--- src/rtl/instruction_fetch_unit.sv ---
// -----------------------------------------------------------------------------
// instruction_fetch_unit
//
// Fetch-side controller for the 64-bit LEGv8 program counter. It steers the
// external counter through PS/pc_k, issues one word read at a time to
// instruction memory over a req/ack handshake, and queues each returned
// instruction, tagged with its PC, in a small FIFO that decode drains over a
// valid/ready handshake. Branch redirects reload the counter, flush the FIFO
// and discard any read already in flight.
//
// Parameters
//   ADDR_W  address / PC width
//   INSTR_W instruction width
//   DEPTH   FIFO entries (power of two, 2..16)
//
// Ports
//   clock        rising-edge clock
//   reset        asynchronous active-low reset
//   PC, PC4      current PC and PC+4 from the counter
//   PS, pc_k     counter select and operand (combinational)
//                00 hold, 01 PC+4, 10 pc_k, 11 PC4+pc_k
//   imem_req     read request, held with imem_addr until imem_ack
//   imem_addr    read address
//   imem_ack     read complete, imem_rdata valid this cycle
//   imem_rdata   read data
//   instr_valid  FIFO head valid
//   instr_ready  decode accepts the head
//   instr        head instruction (zero when empty)
//   instr_pc     PC of head instruction (zero when empty)
//   redirect     one-cycle branch redirect
//   redirect_abs 1: absolute target, 0: PC4-relative target
//   redirect_k   target or offset
//   fifo_count   FIFO occupancy
//   stall_count  cycles spent waiting on imem_ack, saturating
//                (only when FETCH_STALL_COUNT_EN is defined)
// -----------------------------------------------------------------------------
module instruction_fetch_unit #(
  parameter int ADDR_W  = 64,
  parameter int INSTR_W = 32,
  parameter int DEPTH   = 4
) (
  input  logic                     clock,
  input  logic                     reset,
  input  logic [ADDR_W-1:0]        PC,
  input  logic [ADDR_W-1:0]        PC4,
  output logic [1:0]               PS,
  output logic [ADDR_W-1:0]        pc_k,
  output logic                     imem_req,
  output logic [ADDR_W-1:0]        imem_addr,
  input  logic                     imem_ack,
  input  logic [INSTR_W-1:0]       imem_rdata,
  output logic                     instr_valid,
  input  logic                     instr_ready,
  output logic [INSTR_W-1:0]       instr,
  output logic [ADDR_W-1:0]        instr_pc,
  input  logic                     redirect,
  input  logic                     redirect_abs,
  input  logic [ADDR_W-1:0]        redirect_k,
  output logic [$clog2(DEPTH):0]   fifo_count
`ifdef FETCH_STALL_COUNT_EN
  ,
  output logic [15:0]              stall_count
`endif
);

  localparam int PTR_W = $clog2(DEPTH);
  localparam int CNT_W = PTR_W + 1;
  localparam logic [CNT_W-1:0] DEPTH_C = CNT_W'(DEPTH);

  localparam logic [1:0] PS_HOLD = 2'b00;
  localparam logic [1:0] PS_INC  = 2'b01;
  localparam logic [1:0] PS_ABS  = 2'b10;
  localparam logic [1:0] PS_REL  = 2'b11;

  // FETCH: no read pending. WAIT: read pending, response kept.
  // DRAIN: read pending, response belongs to a squashed path and is dropped.
  typedef enum logic [1:0] {
    S_FETCH = 2'd0,
    S_WAIT  = 2'd1,
    S_DRAIN = 2'd2
  } state_t;

  state_t              state, state_next;
  logic                req_next;
  logic [ADDR_W-1:0]   addr_next;
  logic                push, pop, flush;
  logic [CNT_W-1:0]    count_next;

  logic [INSTR_W-1:0]  instr_mem [DEPTH];
  logic [ADDR_W-1:0]   pc_mem    [DEPTH];
  logic [PTR_W-1:0]    wr_ptr, rd_ptr;

  // ---------------------------------------------------------------------------
  // Next-state, counter control and FIFO strobes
  // ---------------------------------------------------------------------------
  // NOTE: every signal driven here gets a default first, so no path leaves a
  // value unassigned and no latch is inferred.
  always_comb begin
    state_next = state;
    req_next   = imem_req;
    addr_next  = imem_addr;
    PS         = PS_HOLD;
    pc_k       = '0;
    push       = 1'b0;
    pop        = 1'b0;
    flush      = 1'b0;
    count_next = fifo_count;

    // While reset is held the counter must see hold, whatever ack/redirect do.
    if (reset) begin
      flush = redirect;
      push  = (state == S_WAIT) && imem_ack && !redirect;
      pop   = instr_valid && instr_ready && !redirect;

      if (redirect) begin
        PS         = redirect_abs ? PS_ABS : PS_REL;
        pc_k       = redirect_k;
        count_next = '0;
      end else begin
        count_next = fifo_count + CNT_W'(push) - CNT_W'(pop);
      end

      // A launch only happens when the slot is guaranteed after this edge,
      // so the single outstanding read always has room to land.
      unique case (state)
        S_FETCH: begin
          // After a redirect the counter loads at this edge; launch from the
          // new PC on the next one.
          if (!redirect && count_next < DEPTH_C) begin
            req_next   = 1'b1;
            addr_next  = PC;
            state_next = S_WAIT;
          end
        end
        S_WAIT: begin
          if (imem_ack) begin
            if (redirect) begin
              req_next   = 1'b0;
              state_next = S_FETCH;
            end else begin
              PS = PS_INC;
              // The counter advances at this same edge, so the next word is
              // at PC4, not the PC seen this cycle.
              if (count_next < DEPTH_C) begin
                req_next  = 1'b1;
                addr_next = PC4;
              end else begin
                req_next   = 1'b0;
                state_next = S_FETCH;
              end
            end
          end else if (redirect) begin
            // The request stays up; its response will be thrown away.
            state_next = S_DRAIN;
          end
        end
        S_DRAIN: begin
          if (imem_ack) begin
            req_next   = 1'b0;
            state_next = S_FETCH;
          end
        end
        default: state_next = S_FETCH;
      endcase
    end
  end

  // ---------------------------------------------------------------------------
  // State and request registers
  // ---------------------------------------------------------------------------
  // NOTE: sequential state uses non-blocking assignments so every flop samples
  // the pre-edge values, independent of block evaluation order.
  always_ff @(posedge clock or negedge reset) begin
    if (!reset) begin
      state     <= S_FETCH;
      imem_req  <= 1'b0;
      imem_addr <= '0;
    end else begin
      state     <= state_next;
      imem_req  <= req_next;
      imem_addr <= addr_next;
    end
  end

  // ---------------------------------------------------------------------------
  // FIFO pointers and occupancy
  // ---------------------------------------------------------------------------
  always_ff @(posedge clock or negedge reset) begin
    if (!reset) begin
      wr_ptr     <= '0;
      rd_ptr     <= '0;
      fifo_count <= '0;
    end else begin
      fifo_count <= count_next;
      if (flush) begin
        wr_ptr <= '0;
        rd_ptr <= '0;
      end else begin
        // DEPTH is a power of two, so natural overflow wraps modulo DEPTH.
        if (push) wr_ptr <= wr_ptr + 1'b1;
        if (pop)  rd_ptr <= rd_ptr + 1'b1;
      end
    end
  end

  // NOTE: the storage array has no reset; occupancy decides what is valid and
  // the head outputs are forced to zero when the FIFO is empty.
  always_ff @(posedge clock) begin
    if (push) begin
      instr_mem[wr_ptr] <= imem_rdata;
      pc_mem[wr_ptr]    <= PC;
    end
  end

  assign instr_valid = (fifo_count != '0);
  assign instr       = instr_valid ? instr_mem[rd_ptr] : '0;
  assign instr_pc    = instr_valid ? pc_mem[rd_ptr]    : '0;

`ifdef FETCH_STALL_COUNT_EN
  // Memory-latency profiling: cycles with a request up and no response.
  always_ff @(posedge clock or negedge reset) begin
    if (!reset) begin
      stall_count <= '0;
    end else if (imem_req && !imem_ack && stall_count != 16'hFFFF) begin
      stall_count <= stall_count + 16'd1;
    end
  end
`endif

endmodule

--- config.mk ---
export PLATFORM = sky130hd
export DESIGN_NAME = instruction_fetch_unit
export DESIGN_NICKNAME = d
export VERILOG_FILES = /design/src/rtl/instruction_fetch_unit.sv
export SDC_FILE = /design/constraint.sdc
export NUM_CORES = 1
export LEC_CHECK = 0
export ABC_CLOCK_PERIOD_IN_PS = 6700
export BUFFER_PORTS_ARGS = -buffer_cell sky130_fd_sc_hd__buf_2
export CORE_MARGIN = 2
export CORE_UTILIZATION = 30
export CTS_CLUSTER_SIZE = 14
export DETAILED_ROUTE_END_ITERATION = 6
export MAX_ROUTING_LAYER = met4
export PLACE_DENSITY = 0.58
export SLEW_MARGIN = 40
export SYNTH_ARGS = -nofsm -noshare
export SYNTH_HDL_FRONTEND = slang
export SYNTH_SLANG_ARGS = --single-unit
export TNS_END_PERCENT = 100
--- constraint.sdc ---
create_clock -name clock -period 6.7 [get_ports clock]
set_input_delay 1.34 -clock clock [delete_from_list [all_inputs] [get_ports clock]]
set_output_delay 1.34 -clock clock [all_outputs]
set_load 0.05 [all_outputs]
==> results.md <==
* Status: completed
* Switching share of total power at 43.4%
* Final Core Density at 38.0%
* R2R Setup Slk at 3.26 ns
* Post-Syn Instances at 987
* Max transition margin at 42.1%
* Internal power at 6250 uW
* Initial antenna violation count at 5
* Area grow syn2layout at 25.5%
* Max Cap Violations at 0
* FF-to-FF Start: fifo_count[1]$_DFFE_PN0P_
* R2r endpoint: imem_addr[33]$_DFFE_PN0P_
* Crit path depth at 4
* Clk network pwr share at 23.8%
* Iteration-0 DRC Markers at 631
* Pre-antenna DRT Iters at 4
* Setup violators final at 0
* Syn nets at 1224
* Minimum clock period at 4.22 ns
* Hold Vio Cnt, Final at 0
* Worst stage delay on the critical path at 0.66 ns
* GRT Overall Usage at 15.6%
* Clock Latency Late Sink at 0.57 ns
* Root Driver: clkbuf_16
* IO Pins at 461
* Setup Buffers After CTS at 0
* Crit Path Class: reg -> out
* Critical path's slowest cell: or3_4
* Pin count of the biggest net entering global routing at 97
* Final setup skew at 0.0117 ns
* Period utilisation layout at 63.0%
* Worst hold stages at 1
* Clock sink count at 458
* Routed via count at 11200
* Count leader, synth: edfxtp_1
* Final wirelength at 49800 um
* Routed WL per cell at 21.9 um
* Worst Path Max Fanout at 56
* Sequential element share of the synthesized area at 72.0%
* Final Slew Violations at 0
* CP Data Required Time at 5.36 ns
* Ys flop type: edfxtp_1
* Number of port buffers at 460
* Htree depth at 2
* Share of cells above drive strength 1 at 46.1%
* First-pass GRT wire length at 72600 um
* Leading area contributor after synthesis: edfxtp_1
* Max clock buf depth at 3
* Average size of a mapped cell at 18.8 um2
* CP Launch Type: flip-flop
* Mapped cell area at 18600 um2
* Worst-path clk slew at 0.06 ns
* Share of the synthesized area in the top cell type at 62.0%
* Yosys warning total at 0
* Hold Path Class: reg -> reg
* Die Span Y at 253 um
* Sequential cell fraction of total power at 32.3%
* Final worst slack at 2.48 ns
* Std-Cell Core Area at 61500 um2
* Dominant cells by area after synthesis: edfxtp_1 (62%), mux4_2 (12%), dfrtp_1 (10%), and2_1 (3.4%), a22oi_1 (2.6%)
* Die Area at 64000 um2
* DIE WIDTH at 253 um
* Routed Antenna Nets at 0
* Number of buffers created by CTS at 50
* P per Cell Area at 473 nW/um2
* Routed vias/inst at 4.91
* Hold path start: imem_addr[15]$_DFFE_PN0P_
* Initial core utilization at 30.2%
* Residual DRC at 0
* Crit-path cells: or3_4 > buf_4 > and2_1 > buf_2
* Setup TNS at 0 ns
* Top cells by count, synth: edfxtp_1 (384), and2_1 (100), mux4_2 (96)
* R2R depth at 11
* Final #Nets at 1678
* Vias in the first global route at 11700
* Crit path buf inv count at 2
* RSZ-0062 raised after global routing: false
* Switching power at 4790 uW
* CTS tree: yes
* Worst setup EP type: output pin
* Post-cts repair resize count at 0
* Critical path arrival at 2.88 ns
* EDFF count, synth at 384
* Site Rows at 91
* Asr flop ratio synth at 16.2%
* Synth Register Bits at 458
* CP top delay family: simple AND/OR/NAND/NOR gates
* Worst vdd ir at 0.000418 V
* FMAX at 0.237 GHz
* Worst Tran Pin Value at 0.869 ns
* Hold_buf cts at 0
* Grt total ovfl at 0
* Post-DP HPWL at 32200 um
* Hold EP: imem_addr[15]$_DFFE_PN0P_
* Count of cell types in the netlist at 42
* Combinational power share at 43.9%
* Placer Congestion at 0.839
* Place WS at 1.83 ns
* Pleak at 0.00900 uW
[logic make-up after synthesis]
family	after synthesis	share of synthesized area, %
AOI/OAI and AO/OA	140	6.64
buffers and inverters	89	2.44
muxes	102	12.0
adders and majority gates	7	0.511
DFF	458	72.0
and+or+nand+nor	189	6.32
xor gates and xnor gates	2	0.175
[power by group through the flow]
stage,sequential (uW),combinational (uW),clock (uW)
final,3560,4840,2630
after global placement,3670,4810,0
after global routing,3600,5110,2840
after detailed placement,3620,4920,0
after CTS,3570,4920,2720
after floorplan,4170,3080,0
[cells in the final DEF, fill, tap and decap left out, types with 5 or more instances in the layout]
master     Yosys  routed
a22oi_1       64      64
and2_1       100      96
and3_1        64      64
buf_12         0       5
buf_2         20     458
buf_4          5      17
clkbuf_1      47      10
clkbuf_16      0      50
clkbuf_8       0       5
clkinv_1       0       7
clkinv_2       0      13
dfrtp_1       74      72
diode_2        0       5
edfxtp_1     384     384
ha_1           6       6
inv_1         10      10
mux2i_1        5       5
mux4_2        96      96
nand2_1        5       5
o2bb2ai_1     49      49
o2bb2ai_2     15      15
[flip-flops by register name, summed over array words and instances, names as in the netlist]
| name | flops |
|---|---|
| rd_ptr | 2 |
| wr_ptr | 2 |
| state | 2 |
| imem_req | 1 |
| instr_mem | 128 |
| pc_mem | 256 |
| fifo_count | 3 |
| imem_addr | 64 |
[layer usage]
layer  up-vias  share of wire (%)  track usage, %
li1       4913                  -               -
met1      5756                 40            18.7
met2       430                 51            26.3
met3        80                5.5            2.96
met4         0                3.3            5.82
met5         -                  0               -
[worst max path at each step]
stage	slack, ns	end	from
floorplan	1.95	instr_mem[0][0]$_DFFE_PP_	redirect
global placement	1.89	imem_addr[31]$_DFFE_PN0P_	redirect
detailed placement	1.83	imem_addr[26]$_DFFE_PN0P_	redirect
CTS	2.29	instr_pc[35]	fifo_count[1]$_DFFE_PN0P_
global route	2.22	instr_pc[2]	fifo_count[1]$_DFFE_PN0P_
finish	2.48	instr_pc[0]	fifo_count[1]$_DFFE_PN0P_
[through the flow]
step / hold slack, ns / cells / power, uW / cell area, um2
detailed placement: 0.468 / 2178 / 8550 / 21700
finish: 0.486 / 2278 / 11000 / 23300
floorplan: 0.499 / 987 / 7250 / 18600
global placement: 0.470 / 2175 / 8480 / 21700
CTS: 0.487 / 2272 / 11200 / 23300
global route: 0.497 / 2277 / 11500 / 23300
[final cells by class]
class                      count  area (um2)
multi-input combinational    440        4790
sequential                   458       13400
timing repair buffer         481        2530
clock buffer                  65        1360
antenna                        5        12.5
tap                          790         988
clock inverter                29         221
fill                        5703       38100
inverter                      10        37.5
(Power assumes the default switching activity.)
